[src/rtl/writeback_if.sv]
// Bus bundle between execute/memory stages, the write-back arbiter and the register file.
// The arbiter connects through the slave modport; the stage driving ALU/load traffic uses master.
interface writeback_if;
    logic        alu_valid;
    logic [4:0]  alu_rd;
    logic [31:0] alu_data;
    logic        alu_ready;
    logic        ld_issue;
    logic [4:0]  ld_rd;
    logic        mem_valid;
    logic [4:0]  mem_rd;
    logic [31:0] mem_data;
    logic [4:0]  write_reg;
    logic [31:0] write_data;
    logic        reg_write;
    logic [31:0] busy;
    logic        err;

    modport master (
        output alu_valid, alu_rd, alu_data, ld_issue, ld_rd, mem_valid, mem_rd, mem_data,
        input  alu_ready, write_reg, write_data, reg_write, busy, err
    );

    modport slave (
        input  alu_valid, alu_rd, alu_data, ld_issue, ld_rd, mem_valid, mem_rd, mem_data,
        output alu_ready, write_reg, write_data, reg_write, busy, err
    );
endinterface

[src/rtl/writeback_arbiter.sv]
// Merges ALU results and load returns onto the single register-file write port,
// queueing ALU results behind load returns and tracking registers with writes in flight.
module writeback_arbiter #(
    parameter int DEPTH = 4,
    parameter int PTR_W = 2
) (
    input  logic        clk,
    input  logic        rst_n,
    writeback_if.slave  bus
);

    localparam logic [PTR_W:0] FULL_CNT = (PTR_W+1)'(DEPTH);

    logic [4:0]       fifo_rd_r   [DEPTH];
    logic [31:0]      fifo_data_r [DEPTH];
    logic [PTR_W-1:0] wr_ptr_r;
    logic [PTR_W-1:0] rd_ptr_r;
    logic [PTR_W:0]   count_r;
    logic [31:0]      pend_r;
    logic [4:0]       write_reg_r;
    logic [31:0]      write_data_r;
    logic             reg_write_r;
    logic             err_r;

    logic             full_s;
    logic             empty_s;
    logic             push_s;
    logic             mem_win_s;
    logic             pop_s;
    logic             bypass_s;
    logic             enq_s;
    logic [31:0]      pend_set_s;
    logic [31:0]      pend_clr_s;
    logic [31:0]      pend_nxt_s;
    logic [PTR_W-1:0] ent_off_s   [DEPTH];
    logic [DEPTH-1:0] ent_valid_s;
    logic [31:0]      fifo_hit_s;
    logic [31:0]      wr_hit_s;
    logic [31:0]      busy_s;

    // Handshake and port arbitration decisions; readiness uses only the registered count.
    always_comb begin
        full_s    = (count_r == FULL_CNT);
        empty_s   = (count_r == (PTR_W+1)'(0));
        push_s    = bus.alu_valid && !full_s && (bus.alu_rd != 5'd0);
        mem_win_s = bus.mem_valid && (bus.mem_rd != 5'd0);
        pop_s     = !mem_win_s && !empty_s;
        bypass_s  = push_s && empty_s && !mem_win_s;
        enq_s     = push_s && !bypass_s;
    end

    // ALU-result FIFO storage, pointers and occupancy.
    always_ff @(posedge clk or negedge rst_n) begin
        if (!rst_n) begin
            wr_ptr_r <= {PTR_W{1'b0}};
            rd_ptr_r <= {PTR_W{1'b0}};
            count_r  <= {(PTR_W+1){1'b0}};
            for (int j = 0; j < DEPTH; j++) begin
                fifo_rd_r[j]   <= 5'd0;
                fifo_data_r[j] <= 32'd0;
            end
        end else begin
            if (enq_s) begin
                fifo_rd_r[wr_ptr_r]   <= bus.alu_rd;
                fifo_data_r[wr_ptr_r] <= bus.alu_data;
                wr_ptr_r              <= wr_ptr_r + PTR_W'(1);
            end
            if (pop_s) begin
                rd_ptr_r <= rd_ptr_r + PTR_W'(1);
            end
            case ({enq_s, pop_s})
                2'b10:   count_r <= count_r + (PTR_W+1)'(1);
                2'b01:   count_r <= count_r - (PTR_W+1)'(1);
                default: count_r <= count_r;
            endcase
        end
    end

    // Registered write port: load return first, then FIFO head, then same-cycle bypass.
    always_ff @(posedge clk or negedge rst_n) begin
        if (!rst_n) begin
            reg_write_r  <= 1'b0;
            write_reg_r  <= 5'd0;
            write_data_r <= 32'd0;
        end else if (mem_win_s) begin
            reg_write_r  <= 1'b1;
            write_reg_r  <= bus.mem_rd;
            write_data_r <= bus.mem_data;
        end else if (pop_s) begin
            reg_write_r  <= 1'b1;
            write_reg_r  <= fifo_rd_r[rd_ptr_r];
            write_data_r <= fifo_data_r[rd_ptr_r];
        end else if (bypass_s) begin
            reg_write_r  <= 1'b1;
            write_reg_r  <= bus.alu_rd;
            write_data_r <= bus.alu_data;
        end else begin
            reg_write_r  <= 1'b0;
        end
    end

    // Pending-load update: a reissue in the same cycle as the return keeps the bit set.
    always_comb begin
        pend_clr_s = mem_win_s ? (32'd1 << bus.mem_rd) : 32'd0;
        pend_set_s = (bus.ld_issue && (bus.ld_rd != 5'd0)) ? (32'd1 << bus.ld_rd) : 32'd0;
        pend_nxt_s = (pend_r & ~pend_clr_s) | pend_set_s;
    end

    // Pending bits and the sticky unexpected-return flag.
    always_ff @(posedge clk or negedge rst_n) begin
        if (!rst_n) begin
            pend_r <= 32'd0;
            err_r  <= 1'b0;
        end else begin
            pend_r <= pend_nxt_s;
            if (mem_win_s && !pend_r[bus.mem_rd]) begin
                err_r <= 1'b1;
            end
        end
    end

    // Busy map: pending loads, queued ALU results and the write currently on the port.
    always_comb begin
        fifo_hit_s = 32'd0;
        for (int j = 0; j < DEPTH; j++) begin
            ent_off_s[j]   = PTR_W'(j) - rd_ptr_r;
            ent_valid_s[j] = ({1'b0, ent_off_s[j]} < count_r);
            fifo_hit_s     = fifo_hit_s | (ent_valid_s[j] ? (32'd1 << fifo_rd_r[j]) : 32'd0);
        end
        wr_hit_s = reg_write_r ? (32'd1 << write_reg_r) : 32'd0;
        busy_s   = (pend_r | fifo_hit_s | wr_hit_s) & ~32'd1;
    end

    assign bus.alu_ready  = !full_s;
    assign bus.write_reg  = write_reg_r;
    assign bus.write_data = write_data_r;
    assign bus.reg_write  = reg_write_r;
    assign bus.busy       = busy_s;
    assign bus.err        = err_r;

endmodule

[src/flat_wrapper.sv]
// flat-port wrapper written by rule: the top's interface ports become plain ports
module writeback_arbiter_flat 
#(
    parameter int DEPTH = 4,
    parameter int PTR_W = 2
)
  (clk, rst_n, bus_alu_valid, bus_alu_rd, bus_alu_data, bus_ld_issue, bus_ld_rd, bus_mem_valid, bus_mem_rd, bus_mem_data, bus_alu_ready, bus_write_reg, bus_write_data, bus_reg_write, bus_busy, bus_err);
  writeback_if bus_i ();
  input  logic clk;
  input  logic rst_n;
  input wire logic [$bits(bus_i.alu_valid)-1:0] bus_alu_valid;
  input wire logic [$bits(bus_i.alu_rd)-1:0] bus_alu_rd;
  input wire logic [$bits(bus_i.alu_data)-1:0] bus_alu_data;
  input wire logic [$bits(bus_i.ld_issue)-1:0] bus_ld_issue;
  input wire logic [$bits(bus_i.ld_rd)-1:0] bus_ld_rd;
  input wire logic [$bits(bus_i.mem_valid)-1:0] bus_mem_valid;
  input wire logic [$bits(bus_i.mem_rd)-1:0] bus_mem_rd;
  input wire logic [$bits(bus_i.mem_data)-1:0] bus_mem_data;
  output wire logic [$bits(bus_i.alu_ready)-1:0] bus_alu_ready;
  output wire logic [$bits(bus_i.write_reg)-1:0] bus_write_reg;
  output wire logic [$bits(bus_i.write_data)-1:0] bus_write_data;
  output wire logic [$bits(bus_i.reg_write)-1:0] bus_reg_write;
  output wire logic [$bits(bus_i.busy)-1:0] bus_busy;
  output wire logic [$bits(bus_i.err)-1:0] bus_err;
  assign bus_i.alu_valid = bus_alu_valid;
  assign bus_i.alu_rd = bus_alu_rd;
  assign bus_i.alu_data = bus_alu_data;
  assign bus_i.ld_issue = bus_ld_issue;
  assign bus_i.ld_rd = bus_ld_rd;
  assign bus_i.mem_valid = bus_mem_valid;
  assign bus_i.mem_rd = bus_mem_rd;
  assign bus_i.mem_data = bus_mem_data;
  assign bus_alu_ready = bus_i.alu_ready;
  assign bus_write_reg = bus_i.write_reg;
  assign bus_write_data = bus_i.write_data;
  assign bus_reg_write = bus_i.reg_write;
  assign bus_busy = bus_i.busy;
  assign bus_err = bus_i.err;
  writeback_arbiter #(.DEPTH(DEPTH), .PTR_W(PTR_W)) u_core (.clk(clk), .rst_n(rst_n), .bus(bus_i));
endmodule
[config.mk]
export PLATFORM = sky130hd
export DESIGN_NAME = writeback_arbiter_flat
export DESIGN_NICKNAME = d
export VERILOG_FILES = /design/src/rtl/writeback_if.sv /design/src/rtl/writeback_arbiter.sv /design/src/flat_wrapper.sv
export SDC_FILE = /design/constraint.sdc
export NUM_CORES = 1
export LEC_CHECK = 0
export ABC_AREA = 1
export CAP_MARGIN = 10
export CORE_MARGIN = 2
export CORE_UTILIZATION = 35
export CTS_CLUSTER_SIZE = 24
export DETAILED_ROUTE_END_ITERATION = 10
export DONT_BUFFER_PORTS = 1
export PLACE_DENSITY = 0.61
export SKIP_LAST_GASP = 1
export SLEW_MARGIN = 5
export SYNTH_ARGS = -nofsm -noshare
export SYNTH_HDL_FRONTEND = slang
export SYNTH_SLANG_ARGS = --single-unit
[constraint.sdc]
create_clock -name clk -period 2.7 [get_ports clk]
set_clock_uncertainty 0.2 [all_clocks]
set_input_delay 0.405 -clock clk [delete_from_list [all_inputs] [get_ports clk]]
set_output_delay 0.405 -clock clk [all_outputs]
set_load 0.02 [all_outputs]
# Yosys cells after proc, flatten, opt, wreduce, memory -nomap -nowiden
# Index checks and enable logic that the tools add are counted.
[totals] ff_bits=226 out_inout_bits=72 word_cells=104
[classes] add_sub_neg=8 n_lt_le_gt_ge=8 n_eq_ne=3 shift=7 mux=31 n_bitwise=10 n_reduce_logical=21
[ops] cell="two-way mux 32 bit" count=13
[ops] cell="<< shifter 1 x 5 -> 32 bit, first input constant" count=7
[ops] cell="bitwise OR 32 bit" count=6
[ops] cell="bitwise mux 128 bit" count=1
[ops] cell="binary-select mux 32 bit (select 2 bit)" count=1
[ops] cell="demux 32 bit (select 2 bit)" count=1
[ops] cell="AND 32 bit" count=1
[ops] cell="NOT 32 bit" count=1
[ops] cell="two-way mux 5 bit" count=6
[ops] cell="bitwise mux 20 bit" count=1
[ops] cell="nonzero test 5 bit" count=3
[ops] cell="less-than comparator 2 x 3 -> 1 bit" count=4
[ops] cell="binary-select mux 5 bit (select 2 bit)" count=1
[ops] cell="demux 5 bit (select 2 bit)" count=1
[ops] cell="logical AND 1 bit" count=10
[ops] cell="greater-or-equal comparator 3 bit, second input constant" count=2
[ops] cell="less-than comparator 5 x 6 -> 1 bit, second input constant" count=1
[ops] cell="NOT 2 -> 3 bit" count=2
[ops] cell="case mux 3 bit (2 select lines)" count=1
[ops] cell="binary-select mux 1 bit (select 5 bit)" count=1
[ops] cell="zero test 1 bit" count=5
[ops] cell="adder 2 x 1 -> 2 bit, second input constant" count=2
[ops] cell="two-way mux 1 bit" count=4
[ops] cell="subtractor 1 x 2 -> 2 bit, first input constant" count=2
[ops] cell="10 further kinds" count=11

# Longest topological paths before layout
[logic_depth] depth_word=10 mapped_depth=15

# Worst setup path after synthesis
# Ideal clock, no wire load.
[synth_path] path_kind="flip-flop to output port" start="reg u_core.rd_ptr_r[0]" end="out bus_busy[20]" t_arrival_ns=2.266 setup_slack_ns=-0.171 stages_incl_launch_ff=16 n_path_buf=3 cell_sequence="dfrtp_1 -> buf_2 -> nand2_1 -> clkinv_1 -> buf_2 -> nor2_1 -> inv_1 -> ha_1 -> nand2_1 -> nand2_1 -> nand2_1 -> nand2_1 -> inv_1 -> buf_2 -> a21oi_1 -> nand4_1"
[synth_via] elab_chain_cells=8
[synth_lines] element="start: declaration" line="writeback_arbiter.sv:17" rtl="logic [PTR_W-1:0] rd_ptr_r;"
[synth_lines] element="start signal: assignment" line="writeback_arbiter.sv:56" rtl="rd_ptr_r <= {PTR_W{1'b0}};"
[synth_lines] element="start signal: assignment" line="writeback_arbiter.sv:69" rtl="rd_ptr_r <= rd_ptr_r + PTR_W'(1);"
[synth_lines] element="subtractor 1 x 2 -> 2 bit" line="writeback_arbiter.sv:126" rtl="ent_off_s[j] = PTR_W'(j) - rd_ptr_r;"
[synth_lines] element="less-than comparator 2 x 3 -> 1 bit" line="writeback_arbiter.sv:127" rtl="ent_valid_s[j] = ({1'b0, ent_off_s[j]} < count_r);"
[synth_lines] element="two-way mux 32 bit" line="writeback_arbiter.sv:128" rtl="fifo_hit_s = fifo_hit_s | (ent_valid_s[j] ? (32'd1 << fifo_rd_r[j]) : 32'd0);"
[synth_lines] element="bitwise OR 32 bit (2 in a row)" line="writeback_arbiter.sv:128"
[synth_lines] element="bitwise OR 32 bit (*)" line="writeback_arbiter.sv:128"
[synth_lines] element="bitwise OR 32 bit (*) (2 in a row)" line="writeback_arbiter.sv:131" rtl="busy_s = (pend_r | fifo_hit_s | wr_hit_s) & ~32'd1;"
[synth_lines] element="end: declaration" line="flat_wrapper.sv:23" rtl="output wire logic [$bits(bus_i.busy)-1:0] bus_busy;"
# Every way passes the cells marked *; elsewhere a longest branch is shown, timed or not.

# Worst setup path after layout
[layout_path] start="reg u_core.rd_ptr_r[1]" end="out bus_busy[19]"
# The elaborated chain is that of the path after synthesis.

==> impl_summary.txt <==
----------------------------------------------------
[Cells and area]
  Combined flip-flop and latch cell area ... 5658 µm²
  Net total in the final layout ... 2079
  Fraction of layout cells with a size suffix above 1 ... 0.1234
  Flip-flop count of the largest register after layout ... 128
  Fill cell instance count of the final layout ... 3688
  Biggest register ... u_core.fifo_data_r
  Final cell count without fillers ... 2470
  Multi-input gate area ... 6864 µm²
  Area Overhead vs Synth ... 23.07%
  Finished layout cell area ... 16120 µm²
  Post-route core utilization ... 0.4392

[Power and ir drop]
  Fraction of power spent switching nets ... 0.4720
  Power density of the placed cells ... 1213 nW/µm²
  Clk network pwr share ... 0.182
  Cell internal pwr ... 10320 µW
  Tot Pwr ... 19550 µW
  Sequential power share ... 0.323
  Static power due to leakage ... 0.007823 µW
  Peak supply drop ... 0.5077 mV
  Psw ... 9225 µW
  Logic pwr share ... 0.495

[Worst hold path]
  Min-Delay Path Class ... in -> async

[Drt]
  Initial DRT Pass Iterations ... 6
  DRC violations left ... 0
  Via total after detailed routing ... 13519
  Detail Route Antenna Nets ... 0
  Overall routed net length ... 48690 µm
  DRT iter0 DRCs ... 1481
  WL per Instance ... 19.71 µm
  Number of vias per cell ... 5.473

[Timing]
  Total setup violations reported at the end of the flow ... 31
  Unrepaired setup endpoints after global routing ... true
  Final critical-path setup slack ... -0.3986 ns
  Period Utilization, post-route ... 1.148
  Hold Fails Final Rpt ... 226
  Fmax ... 322.7 MHz
  Slew HR ... 0.5063
  Post-route worst hold slack ... -0.6055 ns
  Slew Viols, Final ... 0
  Final critical delay including setup and external delays ... 3.099 ns
  Transition time of the tightest slew-check pin ... 0.7394 ns

[Logic synthesis]
  Post-Synth Adder-Cell Area ... 0.01013
  Largest family of logic cells by synthesized area ... simple AND/OR/NAND/NOR gates
  Proportion of synthesized area in mux cells ... 0
  Largest cells by area after synthesis ... sky130_fd_sc_hd__dfrtp_1 43%, sky130_fd_sc_hd__nand2_1 21%, sky130_fd_sc_hd__nand3_1 13%
  Top cell type's share of synthesized area ... 0.4318
  Netlist Area Pre-Place ... 13100 µm²
  Syn Area/Cell ... 6.952 µm²
  Cell types with the highest counts after synthesis ... 739 x sky130_fd_sc_hd__nand2_1, 350 x sky130_fd_sc_hd__nand3_1, 226 x sky130_fd_sc_hd__dfrtp_1
  Sequential element share of the synthesized area ... 0.4318
  Async set-or-reset flop fraction in the synthesized netlist ... 1.000
  Number of instances in the synthesized netlist ... 1884
  Top cell type by total area after synthesis ... sky130_fd_sc_hd__dfrtp_1
  Compound-cell area share of the yosys netlist ... 0.05101
  Post-synthesis net count ... 1978
  Ys Warns ... 0
  Number of synthesized register bits ... 226
  Count of flip-flops with a built-in enable after synthesis ... 0
  Number of distinct library cells after synthesis ... 33
  Main flop type after synthesis ... sky130_fd_sc_hd__dfrtp_1
  Simple logic cell fraction of the synthesized area ... 0.4332
  Dominant cell by count in the synthesized netlist ... sky130_fd_sc_hd__nand2_1
  Xor and xnor area share after synthesis ... 0.002675

[Clocking]
  Worst-case clock buffer depth ... 3
  Clock transition at path regs ... 0.06 ns
  Cell at the root of the clock tree ... sky130_fd_sc_hd__clkbuf_16
  CTS Buf Count ... 26
  Hold-fix buffers, CTS ... 81
  Clock network latency to the later pin of the worst-skew pair ... 0.53 ns
  Deepest level of the CTS H-tree ... 1
  TritonCTS clock tree ... done
  # clock sinks ... 226

[Die]
  Floorplan die height ... 197.4 µm
  I/O pins ... 156
  Floorplan die width ... 197.4 µm
  Std-Cell Rows ... 70
  Floorplan die area ... 38980 µm²
  Starting density of the core ... 0.3569
  Core box area ... 36700 µm²

[GRT]
  Combined global-route utilization of all metal layers ... 0.2482
  Global-route wire length before repair ... 76080 µm
  Initial antenna violation count ... 1
  GRT overflow ... 0
  Number of global-route vias before repair ... 13058
  Maximum number of pins on one net before global-route repair ... 227

[Status]
  Outcome ... finished with violations
  Failing checks ... negative hold slack, negative setup slack

[Worst setup path]
  Crit. End Element ... primary output
  Data required time of the critical path ... 2.10 ns
  Worst Setup SP ... u_core.rd_ptr_r[1]
  Launch point of the worst reg-to-reg path ... u_core.count_r[1]
  Startpoint Class ... flip-flop
  Critical Setup Path Class ... reg -> out
  Worst-path maximum fanout ... 3
  Capture instance of the worst register-to-register path ... u_core.count_r[2]
  Reg2Reg Setup Slack ... 0.20 ns
  Arrival time of data at the critical path endpoint ... 2.49 ns
  Critical path destination ... bus_busy[19]
  Reg2reg path depth ... 12

[Placed design]
  Instance count after placement with tap cells included ... 2322
  PortBufs ... 0
  Weighted congestion at the end of routability-driven global placement ... 0.9569
  Placed wire-length estimate ... 32450 µm
  Cell area after placement ... 13840 µm²

[Job]
  Max-cap viol count ... 0

----------------------------------------------------
through the flow:
step,TNS [ns],worst slack [ns]
floorplan,-0.02273,-0.02273
global placement,-2.111,-0.2007
detailed placement,-1.765,-0.1743
CTS,-9.401,-0.3515
global route,-12.69,-0.4695
finish,-9.702,-0.3986
cells in the final DEF (no fill, tap or decap), types with 3 or more instances in the layout:
cell                             count
sky130_fd_sc_hd__clkbuf_8            5
sky130_fd_sc_hd__nor2_2              4
sky130_fd_sc_hd__buf_12              6
sky130_fd_sc_hd__o21ai_0            71
sky130_fd_sc_hd__nand3_1           342
sky130_fd_sc_hd__nand3_2             6
sky130_fd_sc_hd__ha_1                6
sky130_fd_sc_hd__nor2_4              8
sky130_fd_sc_hd__xor2_1              3
sky130_fd_sc_hd__buf_4              89
sky130_fd_sc_hd__nor2_1             90
sky130_fd_sc_hd__clkbuf_16          27
sky130_fd_sc_hd__a21oi_2            11
sky130_fd_sc_hd__ha_4                3
sky130_fd_sc_hd__inv_2               7
sky130_fd_sc_hd__clkinv_2            6
sky130_fd_sc_hd__nand4_1            74
sky130_fd_sc_hd__dlymetal6s4s_1      3
sky130_fd_sc_hd__o21a_1              9
sky130_fd_sc_hd__nor4_1             16
sky130_fd_sc_hd__nor3_1             17
sky130_fd_sc_hd__or2_2               4
sky130_fd_sc_hd__nand2_4            11
sky130_fd_sc_hd__inv_4               5
sky130_fd_sc_hd__clkinv_4            3
sky130_fd_sc_hd__nand2_2            18
sky130_fd_sc_hd__a21oi_4             3
sky130_fd_sc_hd__inv_1              63
sky130_fd_sc_hd__dlygate4sd3_1      78
sky130_fd_sc_hd__nand2_1           717
sky130_fd_sc_hd__buf_6              18
sky130_fd_sc_hd__dfrtp_1           224
sky130_fd_sc_hd__a21oi_1            28
cell families after synthesis:
logic type / count (synthesis)
flip-flops: 226
XOR/XNOR: 4
buffers and inverters: 203
AND/OR/NAND/NOR: 1313
adder cells (fa/ha/maj): 10
other: 1
AO/OA/AOI/OAI: 127
layer usage:
layer  track usage  vias up  routed length [µm]  share of wire
li1              -     6399                   -              -
met1        0.3321     6525               20800           0.43
met2        0.4151      528               22900           0.47
met3       0.03978       67                3641          0.075
met4       0.07045        0                1353          0.028
met5             0        -                   0              0
how the worst min path moves through the flow:
stage	startpoint	to	slack, ns	cells after the start
after global routing	rst_n	u_core.count_r[2]	-0.63	0
after floorplan	rst_n	u_core.bus.err	-0.09	0
after CTS	rst_n	u_core.count_r[2]	-0.63	0
final	rst_n	u_core.count_r[2]	-0.61	0
after detailed placement	rst_n	u_core.count_r[2]	-0.07	0
after global placement	rst_n	u_core.count_r[2]	-0.07	0
power groups by stage:
| stage | Combinational [µW] | Clock [µW] | Sequential [µW] |
|---|---|---|---|
| 2_1_floorplan | 5710 | 0 | 5830 |
| 3_5_place_dp | 8300 | 0 | 6270 |
| 5_1_grt | 10700 | 3780 | 6480 |
| 3_3_place_gp | 8230 | 0 | 6240 |
| 4_1_cts | 9050 | 3640 | 6250 |
| 6_report | 9680 | 3550 | 6310 |
cell type report:
class | instances | area share
clock buffer | 34 | 0.04665
inverter | 80 | 0.02026
tap | 468 | 0.03633
timing repair buffer | 195 | 0.1132
sequential | 226 | 0.3510
multi-input combinational | 1456 | 0.4258
clock inverter | 10 | 0.006598
antenna | 1 | 0.0001552
what timing repair did:
item,in CTS,in global routing
endpoints found under the hold margin,442,226
endpoints found under the setup margin,31,33
resized for setup,69,51
buffers inserted,19,11
pin swaps,31,39
cloned,0,1
worst max-delay path, cell delays in order (launching register included):
cell,delay [ns]
sky130_fd_sc_hd__dfrtp_2,0.45
sky130_fd_sc_hd__nand2_4,0.11
sky130_fd_sc_hd__clkinv_4,0.05
sky130_fd_sc_hd__nor2_4,0.13
sky130_fd_sc_hd__inv_2,0.07
sky130_fd_sc_hd__ha_4,0.27
sky130_fd_sc_hd__nand2_4,0.06
sky130_fd_sc_hd__a21oi_4,0.16
sky130_fd_sc_hd__buf_6,0.12
sky130_fd_sc_hd__nor2_2,0.03
sky130_fd_sc_hd__nor2_1,0.14
sky130_fd_sc_hd__nand4_1,0.18
sky130_fd_sc_hd__buf_6,0.18
Power figures use the tool's default switching activity.
